===== config.mk =====
export PLATFORM = sky130hd
export DESIGN_NAME = if_fetch_unit
export DESIGN_NICKNAME = d
export VERILOG_FILES = /design/src/rtl/fetch_pkg.sv /design/src/rtl/fetch_queue.sv /design/src/rtl/if_fetch_unit.sv
export SDC_FILE = /design/constraint.sdc
export NUM_CORES = 1
export LEC_CHECK = 0
export CAP_MARGIN = 25
export CORE_MARGIN = 2
export CORE_UTILIZATION = 50
export DETAILED_ROUTE_END_ITERATION = 8
export DONT_BUFFER_PORTS = 1
export GPL_ROUTABILITY_DRIVEN = 0
export PLACE_DENSITY_LB_ADDON = 0.2
export RECOVER_POWER = 25
export REMOVE_ABC_BUFFERS = 1
export SETUP_SLACK_MARGIN = 0.5
export SYNTH_ARGS = -nofsm -noshare
export SYNTH_HDL_FRONTEND = slang
export SYNTH_SLANG_ARGS = --single-unit

===== constraint.sdc =====
create_clock -name clk_i -period 9.4 [get_ports clk_i]
set_clock_uncertainty 0.05 [all_clocks]
set_input_delay 0.94 -clock clk_i [delete_from_list [all_inputs] [get_ports clk_i]]
set_output_delay 0.94 -clock clk_i [all_outputs]
set_load 0.02 [all_outputs]

===== src/rtl/fetch_pkg.sv =====
// -----------------------------------------------------------------------------
// fetch_pkg
// Shared types and constants for the instruction-fetch stage.
//   BUBBLE_INSTR     : instruction word presented when IF/ID receives a bubble
//   DEFAULT_RESET_PC : default first fetch address after reset
//   fetch_entry_t    : one fetch-queue entry, {pc, instr}
//   cnt_width()      : width of a counter that must hold 0..depth inclusive
// -----------------------------------------------------------------------------
package fetch_pkg;

  localparam logic [31:0] BUBBLE_INSTR     = 32'h0000_0000;
  localparam logic [31:0] DEFAULT_RESET_PC = 32'h0000_0000;

  typedef struct packed {
    logic [31:0] pc;
    logic [31:0] instr;
  } fetch_entry_t;

  // A counter of queued or outstanding fetches has to reach the depth itself,
  // not just depth-1, hence the +1.
  function automatic int cnt_width(input int depth);
    return $clog2(depth + 1);
  endfunction

endpackage


===== src/rtl/fetch_queue.sv =====
// -----------------------------------------------------------------------------
// fetch_queue
// Small synchronous FIFO of fetch_entry_t used as the fetch buffer.
// Ports:
//   clk, rst_n      : clock (rising edge), asynchronous active-low reset
//   push, push_data : enqueue one entry (ignored when full unless popping)
//   pop             : dequeue the head entry (ignored when empty)
//   clear           : drop every entry; wins over push and pop
//   head            : current head entry (only meaningful when !empty)
//   full, empty     : occupancy flags
//   count           : number of entries held
// -----------------------------------------------------------------------------
module fetch_queue
  import fetch_pkg::*;
#(
  parameter int DEPTH = 2,
  parameter int CW    = cnt_width(DEPTH)
) (
  input  logic          clk,
  input  logic          rst_n,
  input  logic          push,
  input  fetch_entry_t  push_data,
  input  logic          pop,
  input  logic          clear,
  output fetch_entry_t  head,
  output logic          full,
  output logic          empty,
  output logic [CW-1:0] count
);

  localparam int PW = (DEPTH > 1) ? $clog2(DEPTH) : 1;

  fetch_entry_t  mem [DEPTH];
  logic [PW-1:0] rd_ptr;
  logic [PW-1:0] wr_ptr;
  logic          do_push;
  logic          do_pop;

  // Pointers wrap explicitly so DEPTH need not be a power of two.
  function automatic logic [PW-1:0] ptr_inc(input logic [PW-1:0] p);
    return (p == PW'(DEPTH - 1)) ? '0 : p + PW'(1);
  endfunction

  assign empty   = (count == '0);
  assign full    = (count == CW'(DEPTH));
  assign do_pop  = pop && !empty;
  assign do_push = push && (!full || do_pop);
  assign head    = mem[rd_ptr];

  // Storage needs no reset: entries are only observed while counted valid.
  always_ff @(posedge clk) begin
    if (do_push && !clear) begin
      mem[wr_ptr] <= push_data;
    end
  end

  always_ff @(posedge clk or negedge rst_n) begin
    if (!rst_n) begin
      rd_ptr <= '0;
      wr_ptr <= '0;
      count  <= '0;
    end else if (clear) begin
      rd_ptr <= '0;
      wr_ptr <= '0;
      count  <= '0;
    end else begin
      if (do_push) begin
        wr_ptr <= ptr_inc(wr_ptr);
      end
      if (do_pop) begin
        rd_ptr <= ptr_inc(rd_ptr);
      end
      case ({do_push, do_pop})
        2'b10:   count <= count + CW'(1);
        2'b01:   count <= count - CW'(1);
        default: count <= count;
      endcase
    end
  end

endmodule


===== src/rtl/if_fetch_unit.sv =====
// -----------------------------------------------------------------------------
// if_fetch_unit
// Instruction-fetch stage feeding the IF/ID register. Owns the PC, issues
// in-order requests over a req/gnt/rvalid interface, buffers responses in a
// fetch queue and presents {pc, instr, pc+4} of the queue head.
// Ports:
//   clk_i, rst_i                 : clock, asynchronous active-low reset
//   branch_flush, branch_target_i: redirect from EX (target bits [1:0] ignored)
//   ID_redo                      : downstream hold of the presented entry
//   imem_req_o, imem_addr_o      : fetch request and address (current PC)
//   imem_gnt_i                   : request accepted this cycle
//   imem_rvalid_i, imem_rdata_i  : in-order response
//   valid_o, pc_o, instr_o,
//   pc_add4_o                    : presented instruction (zeros when bubble)
// Optional build macro FETCH_PERF_CNT_EN adds:
//   fetch_cnt_o                  : saturating count of consumed instructions
//   bubble_cnt_o                 : saturating count of cycles with valid_o=0
//                                  while ID is not holding
// -----------------------------------------------------------------------------
module if_fetch_unit
  import fetch_pkg::*;
#(
  parameter logic [31:0] RESET_PC    = DEFAULT_RESET_PC,
  parameter int          QUEUE_DEPTH = 2
) (
  input  logic        clk_i,
  input  logic        rst_i,
  input  logic        branch_flush,
  input  logic [31:0] branch_target_i,
  input  logic        ID_redo,
  output logic        imem_req_o,
  output logic [31:0] imem_addr_o,
  input  logic        imem_gnt_i,
  input  logic        imem_rvalid_i,
  input  logic [31:0] imem_rdata_i,
  output logic        valid_o,
  output logic [31:0] pc_o,
  output logic [31:0] instr_o,
  output logic [31:0] pc_add4_o
`ifdef FETCH_PERF_CNT_EN
  ,
  output logic [31:0] fetch_cnt_o,
  output logic [31:0] bubble_cnt_o
`endif
);

  localparam int CW = cnt_width(QUEUE_DEPTH);

  logic [31:0]   pc_q;
  logic [31:0]   rsp_pc_q;
  logic [CW-1:0] inflight_q;
  logic [CW-1:0] inflight_d;
  logic [CW-1:0] discard_q;
  logic [CW-1:0] discard_d;
  logic [CW-1:0] q_count;
  logic [CW:0]   credit_used;
  logic [31:0]   redirect_pc;
  logic          q_full;
  logic          q_empty;
  logic          issue;
  logic          rsp_taken;
  logic          q_push;
  logic          q_pop;
  fetch_entry_t  q_head;
  fetch_entry_t  q_push_data;

  assign redirect_pc = branch_target_i & ~32'h3;

  // Credit covers everything queued plus everything still owed by memory,
  // including responses already marked for discard, so the queue can never
  // overflow and the discard counter never exceeds the depth. Request is
  // forced low while reset is held.
  assign credit_used = {1'b0, q_count} + {1'b0, inflight_q};
  assign imem_req_o  = rst_i && !branch_flush && !q_full &&
                       (credit_used < (CW+1)'(QUEUE_DEPTH));
  assign imem_addr_o = pc_q;
  assign issue       = imem_req_o && imem_gnt_i;

  // A response is consumed from the outstanding count whenever one arrives.
  assign rsp_taken   = imem_rvalid_i && (inflight_q != '0);

  // Live responses arrive in PC order starting at the last redirect, so
  // rsp_pc_q tracks the address of the next live response without a PC FIFO.
  assign q_push      = rsp_taken && (discard_q == '0) && !branch_flush;
  assign q_pop       = valid_o && !ID_redo && !branch_flush;
  assign q_push_data = '{pc: rsp_pc_q, instr: imem_rdata_i};

  fetch_queue #(
    .DEPTH (QUEUE_DEPTH),
    .CW    (CW)
  ) u_queue (
    .clk       (clk_i),
    .rst_n     (rst_i),
    .push      (q_push),
    .push_data (q_push_data),
    .pop       (q_pop),
    .clear     (branch_flush),
    .head      (q_head),
    .full      (q_full),
    .empty     (q_empty),
    .count     (q_count)
  );

  assign valid_o   = !q_empty;
  assign pc_o      = q_empty ? 32'h0 : q_head.pc;
  assign instr_o   = q_empty ? BUBBLE_INSTR : q_head.instr;
  assign pc_add4_o = q_empty ? 32'h0 : q_head.pc + 32'd4;

  // inflight_q counts every request still owed by memory, stale or not.
  // On a flush all of them become stale, so discard takes the whole
  // outstanding count minus any response consumed in the flush cycle; this
  // equals the old discard plus the live in-flight requests.
  always_comb begin
    inflight_d = inflight_q;
    discard_d  = discard_q;
    if (issue) begin
      inflight_d = inflight_d + CW'(1);
    end
    if (rsp_taken) begin
      inflight_d = inflight_d - CW'(1);
    end
    if (branch_flush) begin
      discard_d = rsp_taken ? inflight_q - CW'(1) : inflight_q;
    end else if (rsp_taken && (discard_q != '0)) begin
      discard_d = discard_q - CW'(1);
    end
  end

  always_ff @(posedge clk_i or negedge rst_i) begin
    if (!rst_i) begin
      pc_q       <= RESET_PC;
      rsp_pc_q   <= RESET_PC;
      inflight_q <= '0;
      discard_q  <= '0;
    end else begin
      inflight_q <= inflight_d;
      discard_q  <= discard_d;
      if (branch_flush) begin
        pc_q     <= redirect_pc;
        rsp_pc_q <= redirect_pc;
      end else begin
        if (issue) begin
          pc_q <= pc_q + 32'd4;
        end
        if (q_push) begin
          rsp_pc_q <= rsp_pc_q + 32'd4;
        end
      end
    end
  end

`ifdef FETCH_PERF_CNT_EN
  // An entry squashed by a flush is not counted as fetched.
  always_ff @(posedge clk_i or negedge rst_i) begin
    if (!rst_i) begin
      fetch_cnt_o  <= '0;
      bubble_cnt_o <= '0;
    end else begin
      if (q_pop && (fetch_cnt_o != 32'hFFFF_FFFF)) begin
        fetch_cnt_o <= fetch_cnt_o + 32'd1;
      end
      if (!valid_o && !ID_redo && (bubble_cnt_o != 32'hFFFF_FFFF)) begin
        bubble_cnt_o <= bubble_cnt_o + 32'd1;
      end
    end
  end
`endif

endmodule

After elaboration in Yosys (flattened, before gate mapping) --
Memories as Yosys holds them, arrays and structs flattened. Index checks and enable logic that the tools add are counted.
Storage, ports and cells: memories 1, register bits 72, bits in writable memories 128, word-level logic and storage cells 74
Operators by class: multiplexer cells 22, reduce and logical (&&, ||, !) cells 28, magnitude comparators 1, $add $sub $neg 12, equality and inequality tests 3
Memories:
- u_queue.mem | words 2, bits a word 64, rd ports 1, clocked after Yosys merged registers in 0, wr ports 1, RTL line fetch_queue.sv:33 | fetch_entry_t mem [DEPTH];
Operators with widths (number):
- $mux W32 | 7
- $add A32 B3 Y32 const B | 3
- $reduce_bool A2 Y1 | 7
- $logic_and A1 B1 Y1 | 13
- $mux W2 | 6
- $mux W1 | 8
- $sub A2 B1 Y2 const B | 4
- $add A2 B1 Y2 const B | 2
- $eq A2 B2 Y1 const B | 2
- $logic_not A1 Y1 | 4
- $logic_not A2 Y1 | 2
- $pmux W2 S2 | 1
- $add A2 B2 Y3 | 1
- $lt A3 B2 Y1 const B | 1
- $reduce_bool A3 Y1 | 1
- $add A1 B1 Y1 const B | 2
- $eq A2 B1 Y1 const B | 1
- $logic_or A1 B1 Y1 | 1

Depth between registers and ports, before layout --
Gate-level depths: netlist of the first run.
depth in word-level cells 10, gate-level depth with buffers 11

Modules after synthesis --
A second synthesis of the first run with hierarchy kept.
Second synthesis, totals: cells, all modules 818, area total of the unflattened synthesis 9899.5 um2
Modules (own cells, without submodules):
- fetch_queue | times used 1, area each 5064.9 um2, cells an instance 224
- if_fetch_unit | times used 1, area each 4834.6 um2, cells an instance 594

Least setup slack after synthesis of the first run --
Ideal clock, no wire load.
path type input port to flip-flop, from input branch_flush, to memory u_queue.mem[0][0] (netlist bit) (enable), arrival 6037 ps, library setup time 571 ps, setup slack 2742 ps, data required time 8779 ps, stages on the path 4, path through buf_6 clkbuf_1 clkbuf_1 nor3b_1
Between the ends: longest elaborated chain between the ends 8, elaborated cells between the ends (all ways) 9, those cells by class mux (2); reduce/logical (7)
Ends and longest elaborated chain:
- start: declaration | RTL line if_fetch_unit.sv:28 | input logic branch_flush,
- $logic_not A1 Y1 * | RTL line fetch_queue.sv:52, if_fetch_unit.sv:84, if_fetch_unit.sv:85
- $logic_and A1 B1 Y1 | RTL line if_fetch_unit.sv:85 | assign q_pop = valid_o && !ID_redo && !branch_flush;
- $logic_and A1 B1 Y1 | RTL line fetch_queue.sv:46 | assign do_pop = pop && !empty;
- $logic_or A1 B1 Y1 | RTL line fetch_queue.sv:47 | assign do_push = push && (!full || do_pop);
- $logic_and A1 B1 Y1 | RTL line fetch_queue.sv:47
- $logic_and A1 B1 Y1 * | RTL line fetch_queue.sv:52 | if (do_push && !clear) begin
- $mux W1 * | RTL line fetch_queue.sv:52
- $mux W1 (not written as such) * | RTL line fetch_queue.sv:53 | mem[wr_ptr] <= push_data;
- end: declaration | RTL line fetch_queue.sv:33
Every way passes the cells marked *; elsewhere a longest branch is shown, timed or not.

Final worst setup path of the first run --
from register u_queue.rd_ptr, to output pc_add4_o[27]
Between the ends: longest elaborated chain between the ends 3
Ends and longest elaborated chain:
- start: declaration | RTL line fetch_queue.sv:34 | logic [PW-1:0] rd_ptr;
- start signal: assignment | RTL line fetch_queue.sv:71 | rd_ptr <= ptr_inc(rd_ptr);
- $mem_v2 Z2 W64
- $add A32 B3 Y32 | RTL line if_fetch_unit.sv:107 | assign pc_add4_o = q_empty ? 32'h0 : q_head.pc + 32'd4;
- $mux W32 | RTL line if_fetch_unit.sv:107
- end: declaration | RTL line if_fetch_unit.sv:39 | output logic [31:0] pc_add4_o
No other way between the ends.

==> results of run 1 <==
-- area by class of cell --
| class | instances | share of cell area (%) |
|---|---|---|
| flip-flops and latches | 192 | 53.0 |
| multi-input cells | 611 | 37.2 |
| clock inverters | 15 | 1.31 |
| inverters | 19 | 0.697 |
| repair buffers | 10 | 0.709 |
| well taps | 234 | 2.86 |
| clock buffers | 17 | 4.15 |
-- cells in the mapped netlist, drive strengths merged, types with 11 or more instances --
| cell type | number |
|---|---|
| edfxtp | 124 |
| nor2 | 99 |
| nand2 | 94 |
| dfrtp | 68 |
| o21ai | 62 |
| mux2i | 59 |
| nand3 | 42 |
| xnor2 | 27 |
| nand4 | 26 |
| buf | 23 |
| clkbuf | 23 |
| xor2 | 21 |
| inv | 18 |
| and3 | 16 |
| and2 | 15 |
| nor4 | 11 |
| o211ai | 11 |
-- worst min path at each step --
| stage | start | endpoint | slack (ps) |
|---|---|---|---|
| detailed placement | rsp_pc_q[31] | u_queue.mem[1][63] | 440 |
| CTS | rst_i | imem_addr_o[28] | 130 |
| finish | rst_i | imem_addr_o[29] | 150 |
| floorplan | rsp_pc_q[31] | u_queue.mem[0][63] | 410 |
| global placement | rsp_pc_q[29] | u_queue.mem[0][61] | 440 |
| global route | rst_i | imem_addr_o[23] | 120 |
-- placed cells by master (no fill, tap or decap), types with 10 or more instances in the layout --
cell and instances:
sky130_fd_sc_hd__and2_1 14, sky130_fd_sc_hd__nand3_1 41, sky130_fd_sc_hd__edfxtp_1 124, sky130_fd_sc_hd__inv_1 18
sky130_fd_sc_hd__and3_1 12, sky130_fd_sc_hd__a21oi_1 10, sky130_fd_sc_hd__dfrtp_1 67, sky130_fd_sc_hd__o21ai_0 58
sky130_fd_sc_hd__clkbuf_16 17, sky130_fd_sc_hd__xor2_1 21, sky130_fd_sc_hd__xnor2_1 27, sky130_fd_sc_hd__nand2_1 94
sky130_fd_sc_hd__nor2_1 98, sky130_fd_sc_hd__a31oi_1 10, sky130_fd_sc_hd__mux2i_1 59, sky130_fd_sc_hd__o211ai_1 11
sky130_fd_sc_hd__nand4_1 26
-- power breakdown --
part | total (mW) | switching [mW] | internal [mW]
clock network | 0.689 | 0.321 | 0.368
logic | 0.436 | 0.297 | 0.139
registers | 1.09 | 0.101 | 0.993
-- state kept, by name (all words and copies together), names as in the netlist --
signal          flops
rsp_pc_q           30
discard_q           2
u_queue.count       2
u_queue.mem       124
inflight_q          2
u_queue.rd_ptr      1
imem_addr_o        30
u_queue.wr_ptr      1
-- cell families (layout without fill, tap and decap cells) --
family          count (synthesis)  after routing
other cells                     1              6
flops                         192            192
buf+inv                        65             61
xor+xnor                       48             48
simple gates                  349            349
mux                            69             69
compound gates                133            133
fa+ha+maj                       6              6
-- routing by layer --
| layer | up-vias | track usage, % |
|---|---|---|
| li1 | 3133 | - |
| met5 | - | 0 |
| met4 | 0 | 7.42 |
| met3 | 37 | 6.68 |
| met1 | 3189 | 28.2 |
| met2 | 265 | 34.1 |
==> impl_summary.log, run 1 <==
[metrics] number of different library cells in the post-synthesis netlist: 65
[metrics] share of the synthesized area in compound gates (AO/OA/AOI/OAI): 8.88%
[metrics] hold-fix buffers at CTS: 0
[metrics] sequential fraction of the synthesis area: 57.1%
[metrics] number of CTS-inserted buffers: 17
[metrics] count of flip-flops with a built-in enable after synthesis: 124
[metrics] met3 wire length: 1950 um
[metrics] wire length of the first global-routing pass: 33,800 um
[metrics] number of cells on the worst reg-to-reg path: 8
[metrics] portion of netlist area occupied by mux cells: 7.44%
[metrics] classification of the worst-slack hold path: input pin to async pin
[metrics] CP Capture Point: pc_add4_o[27]
[metrics] Worst Setup Slack, final: 4290 ps
[metrics] Period minus WS final: 5110 ps
[metrics] reg-to-reg slack, setup: 6140 ps
[metrics] Layout fillers: 1,580
[metrics] post-route non-filler standard cell count: 1,098
[metrics] number of maximum-capacitance constraint violations: 0
[metrics] data required time at the worst endpoint: 8410 ps
[metrics] clock tree sinks: 192
[metrics] antenna viol nets, final: 0
[metrics] total wire length: 22,000 um
[metrics] cell area after technology mapping: 9500 um2
[metrics] Synth area leader: sky130_fd_sc_hd__edfxtp_1
[metrics] cts repair resizes: 0
[metrics] Initial DRC Count: 521
[metrics] post-place instance area: 9680 um2
[metrics] Overflow after GRT: 0
[metrics] All-Layer GR Usage: 21.5%
[metrics] clock slew at the register clock pins of the worst setup and hold paths: 70 ps
[metrics] crit start category: flop
[metrics] Die W: 142 um
[metrics] layout cells sized above 1: 7.52%
[metrics] Crit Path Max Fanout: 63
[metrics] CP startpoint: u_queue.rd_ptr
[metrics] number of levels the H-tree was split into: 4
[metrics] Static Leak: 3.52 nW
[metrics] number of standard-cell rows in the floorplan: 50
[metrics] main combinational cell family by area after synthesis: simple AND/OR/NAND/NOR gates
[metrics] area share of xor/xnor cells in the synthesized design: 4.43%
[metrics] multi-input combinational cell area: 3810 um2
[metrics] total power density per cell area: 217 nW/um2
[metrics] area of the placeable core: 18,600 um2
[metrics] minimum setup slack after placement: 4750 ps
[metrics] number of warnings printed during yosys synthesis: 0
[metrics] Critical path buffers and inverters: 1
[metrics] final setup fails: 0
[metrics] num ports: 200
[metrics] Crit Path Category: flop to primary output
[metrics] placed wire-length estimate after detailed placement: 15,200 um
[metrics] Synth Area in Adders: 0.870%
[metrics] transition time at the pin with the least slew margin: 980 ps
[metrics] Relative slew margins: 34.0%
[metrics] Post-Syn Area per Cell: 11.0 um2
[metrics] Main synth FF type: sky130_fd_sc_hd__edfxtp_1
[metrics] sequence of cells on the critical path: buf_4 -> mux2i_1 -> a21oi_1 -> nand3_1 -> o31a_1 -> nor3_1
[metrics] drt via density: 6.03
[metrics] Die Span Y: 142 um
[metrics] startpoint of the worst-slack reg-to-reg timing path: u_queue.count[0]
[metrics] post-synthesis register bit count: 192
[metrics] top cell type's share of synthesized area: 39.2%
[metrics] setup repair after global routing missed its margin: false
[metrics] overall die area: 20,100 um2
[metrics] signed area change from the synthesized netlist to the final layout: 7.83%
[metrics] Simple-Gate Fraction of Synth Area: 18.2%
[metrics] first drt pass iteration count: 8
[metrics] post-layout utilization of the core: 54.9%
[metrics] TritonCTS clock tree: done
[metrics] # port buffers: 0
[metrics] fin. max-slew vios: 0
[metrics] number of buffers on the longest clock path: 2
[metrics] DR top layer: met4
[metrics] worst reg2reg path endpoint: imem_addr_o[21]
[metrics] Post-Route Setup TNS: 0 ps
[metrics] f_max: 0.196 GHz
[metrics] worst hold-check slack: 146 ps
[metrics] gate family responsible for the most delay along the worst path: simple AND/OR/NAND/NOR gates
[metrics] maximum vdd drop: 0.130 mV
[metrics] post-CTS setup buffer count: 0
[metrics] number of vias after detailed routing: 6,624
[metrics] instance count on the critical path: 6
[metrics] Final Hold Vio Count: 0
[metrics] largest net degree at the start of global routing: 82
[metrics] outcome: finished, final reports clean
[metrics] final cycle utilization of the critical path: 54.4%
[metrics] final design instance area without fill: 10,200 um2
[metrics] number of antenna repair diodes: 0
[metrics] top area cells in the synthesized netlist: sky130_fd_sc_hd__edfxtp_1, sky130_fd_sc_hd__dfrtp_1, sky130_fd_sc_hd__mux2i_1
[metrics] longest individual stage delay on the worst path: 730 ps
[metrics] endpoint class of the critical path: primary output
[metrics] DRC violations left: 0
[metrics] nets@finish: 927
[metrics] Clock Latency Late Sink: 430 ps
[metrics] placed cells: 1,066
[metrics] Design Power: 2.22 mW
[metrics] async set or reset register ratio after synthesis: 35.4%
[metrics] standard cell with the maximum stage delay on the critical path: sky130_fd_sc_hd__buf_4
[metrics] Reg area: 5430 um2
[metrics] data arrival time of the critical path: 4120 ps
[metrics] Routed WL per cell: 20.0 um
[metrics] Initial Utilization: 50.9%
[metrics] Clock Tree Root: sky130_fd_sc_hd__clkbuf_16
[metrics] Met2 Routed Length: 10,000 um
[metrics] via count of the first global-routing pass: 6,429
[metrics] antenna violations before repair: 0
[metrics] Routed met1 length: 9530 um
[metrics] Post-Synthesis Cells: 863
Power figures use the tool's default switching activity.
==> run 2: changes to the inputs <==
Clock period 9.4 ns to 4.7 ns, I/O delays scaled along.
==> run 2 against run 1 <==
  * Register-to-register slack lost 4500 ps
  * Flip-flop and latch count is the same
  * Sequential share of layout area shrank 0.40 points
  * Worst hold slack lost 67 ps
  * Highest routed layer unchanged
==> impl_summary.log, run 2 (synthesized netlist as in run 1, its figures left out) <==
[metrics] antenna violations before repair: 0
[metrics] All-Layer GR Usage: 22.2%
[metrics] minimum setup slack after placement: 1120 ps
[metrics] clock tree sinks: 192
[metrics] DRC violations left: 0
[metrics] first drt pass iteration count: 5
[metrics] Crit Path Category: flop to primary output
[metrics] drt via density: 5.98
[metrics] classification of the worst-slack hold path: input pin to flop
[metrics] register bank with the most flops: u_queue.mem
[metrics] data required time at the worst endpoint: 4180 ps
[metrics] Final Hold Vio Count: 0
[metrics] Die W: 142 um
[metrics] overall die area: 20,100 um2
[metrics] signed area change from the synthesized netlist to the final layout: 8.66%
[metrics] worst reg2reg path endpoint: u_queue.mem[1][16]
[metrics] CP Capture Point: pc_add4_o[26]
[metrics] Static Leak: 3.55 nW
[metrics] longest individual stage delay on the worst path: 660 ps
[metrics] Initial DRC Count: 454
[metrics] layout cells sized above 1: 7.96%
[metrics] reg-to-reg slack, setup: 1660 ps
[metrics] outcome: finished, final reports clean
[metrics] f_max: 0.265 GHz
[metrics] setup repair after global routing missed its margin: false
[metrics] fin. max-slew vios: 0
[metrics] sequence of cells on the critical path: mux2_2 -> ha_1 -> inv_1 -> a211oi_2 -> nand3_1 -> o41ai_1 -> buf_4
[metrics] post-route non-filler standard cell count: 1,101
[metrics] placed cells: 1,066
[metrics] number of buffers on the longest clock path: 2
[metrics] area of the placeable core: 18,600 um2
[metrics] endpoint class of the critical path: primary output
[metrics] Clock Latency Late Sink: 430 ps
[metrics] post-layout utilization of the core: 55.3%
[metrics] placed wire-length estimate after detailed placement: 15,600 um
[metrics] Routed WL per cell: 20.3 um
[metrics] Relative slew margins: 31.1%
[metrics] transition time at the pin with the least slew margin: 1020 ps
[metrics] number of cells on the worst reg-to-reg path: 6
[metrics] Post-Route Setup TNS: 0 ps
[metrics] number of antenna repair diodes: 0
[metrics] clock slew at the register clock pins of the worst setup and hold paths: 70 ps
[metrics] CP startpoint: u_queue.rd_ptr
[metrics] crit start category: flop
[metrics] maximum vdd drop: 0.249 mV
[metrics] nets@finish: 930
[metrics] standard cell with the maximum stage delay on the critical path: sky130_fd_sc_hd__dfrtp_4
[metrics] flip-flop count of the largest register after layout: 124
[metrics] data arrival time of the critical path: 3250 ps
[metrics] number of CTS-inserted buffers: 17
[metrics] antenna viol nets, final: 0
[metrics] largest net degree at the start of global routing: 81
[metrics] hold path startpoint: imem_rdata_i[10]
[metrics] most common cell after layout, fill and taps aside: sky130_fd_sc_hd__edfxtp_1
[metrics] number of levels the H-tree was split into: 4
[metrics] total power density per cell area: 435 nW/um2
[metrics] Period minus WS final: 3770 ps
[metrics] total wire length: 22,300 um
[metrics] Clock Tree Root: sky130_fd_sc_hd__clkbuf_16
[metrics] TritonCTS clock tree: done
[metrics] final cycle utilization of the critical path: 80.3%
[metrics] number of vias after detailed routing: 6,583
[metrics] Die Span Y: 142 um
[metrics] startpoint of the worst-slack reg-to-reg timing path: inflight_q[1]
[metrics] number of maximum-capacitance constraint violations: 0
[metrics] Initial Utilization: 50.9%
[metrics] wire length of the first global-routing pass: 34,900 um
[metrics] commonest non-fill, non-tap cells in the layout: sky130_fd_sc_hd__edfxtp_1, sky130_fd_sc_hd__nor2_1, sky130_fd_sc_hd__nand2_1
[metrics] number of standard-cell rows in the floorplan: 50
[metrics] # port buffers: 0
[metrics] num ports: 200
[metrics] Crit Path Max Fanout: 32
[metrics] Overflow after GRT: 0
[metrics] Worst Setup Slack, final: 927 ps
[metrics] via count of the first global-routing pass: 6,484
[metrics] final setup fails: 0
## run 2: power breakdown
group          switching, mW  internal (mW)
logic                  0.606          0.285
registers              0.201           1.98
clock network          0.666          0.749
total                   1.47           3.02
## run 2: per-layer routing
metal  part of all wire [%]  global-route usage, %  vias to the layer above
met1                     44                   29.7                     3171
met4                   0.91                   5.74                        0
li1                       -                      -                     3141
met3                    8.1                   6.04                       23
met5                      0                      0                        -
met2                     47                   36.1                      248
## run 2: cell type report
class	instances	area, um2
fill	1590	8330
multi-input combinational	611	3820
clock inverter	15	150
sequential	192	5430
clock buffer	17	425
inverter	19	71.3
timing repair buffer	13	130
tap	234	293
## run 2: through the flow
stage | total power, mW | hold WS (ps) | area (um2)
5_1_grt | 4.71 | 50.1 | 10300
2_1_floorplan | 2.90 | 124 | 9300
4_1_cts | 4.52 | 50.0 | 10300
3_5_place_dp | 3.09 | 127 | 9680
3_3_place_gp | 3.06 | 127 | 9670
6_report | 4.49 | 79.4 | 10300
## run 2: worst min path at each step
stage,slack (ps),end,cells past startpoint
2_1_floorplan,120,discard_q[0],0
3_3_place_gp,130,imem_addr_o[22],0
3_5_place_dp,130,imem_addr_o[23],0
4_1_cts,50,u_queue.rd_ptr,1
5_1_grt,50,u_queue.rd_ptr,1
6_report,80,u_queue.mem[0][10],0
## run 2: repair_timing
| action | in CTS | in global routing |
|---|---|---|
| setup buffers | 0 | 1 |
| setup endpoints to repair | 0 | 3 |
| resized for setup | 0 | 1 |
| hold buffers | 2 | 0 |
| hold endpoints to repair | 68 | 0 |
## run 2: worst max-delay path: cells and delay by family, from the launching register on
| family | cells | cell delay [ps] |
|---|---|---|
| compound gates | 2 | 910 |
| fa+ha+maj | 1 | 190 |
| buf+inv | 2 | 290 |
| flops | 1 | 660 |
| mux | 1 | 310 |
| simple gates | 1 | 460 |
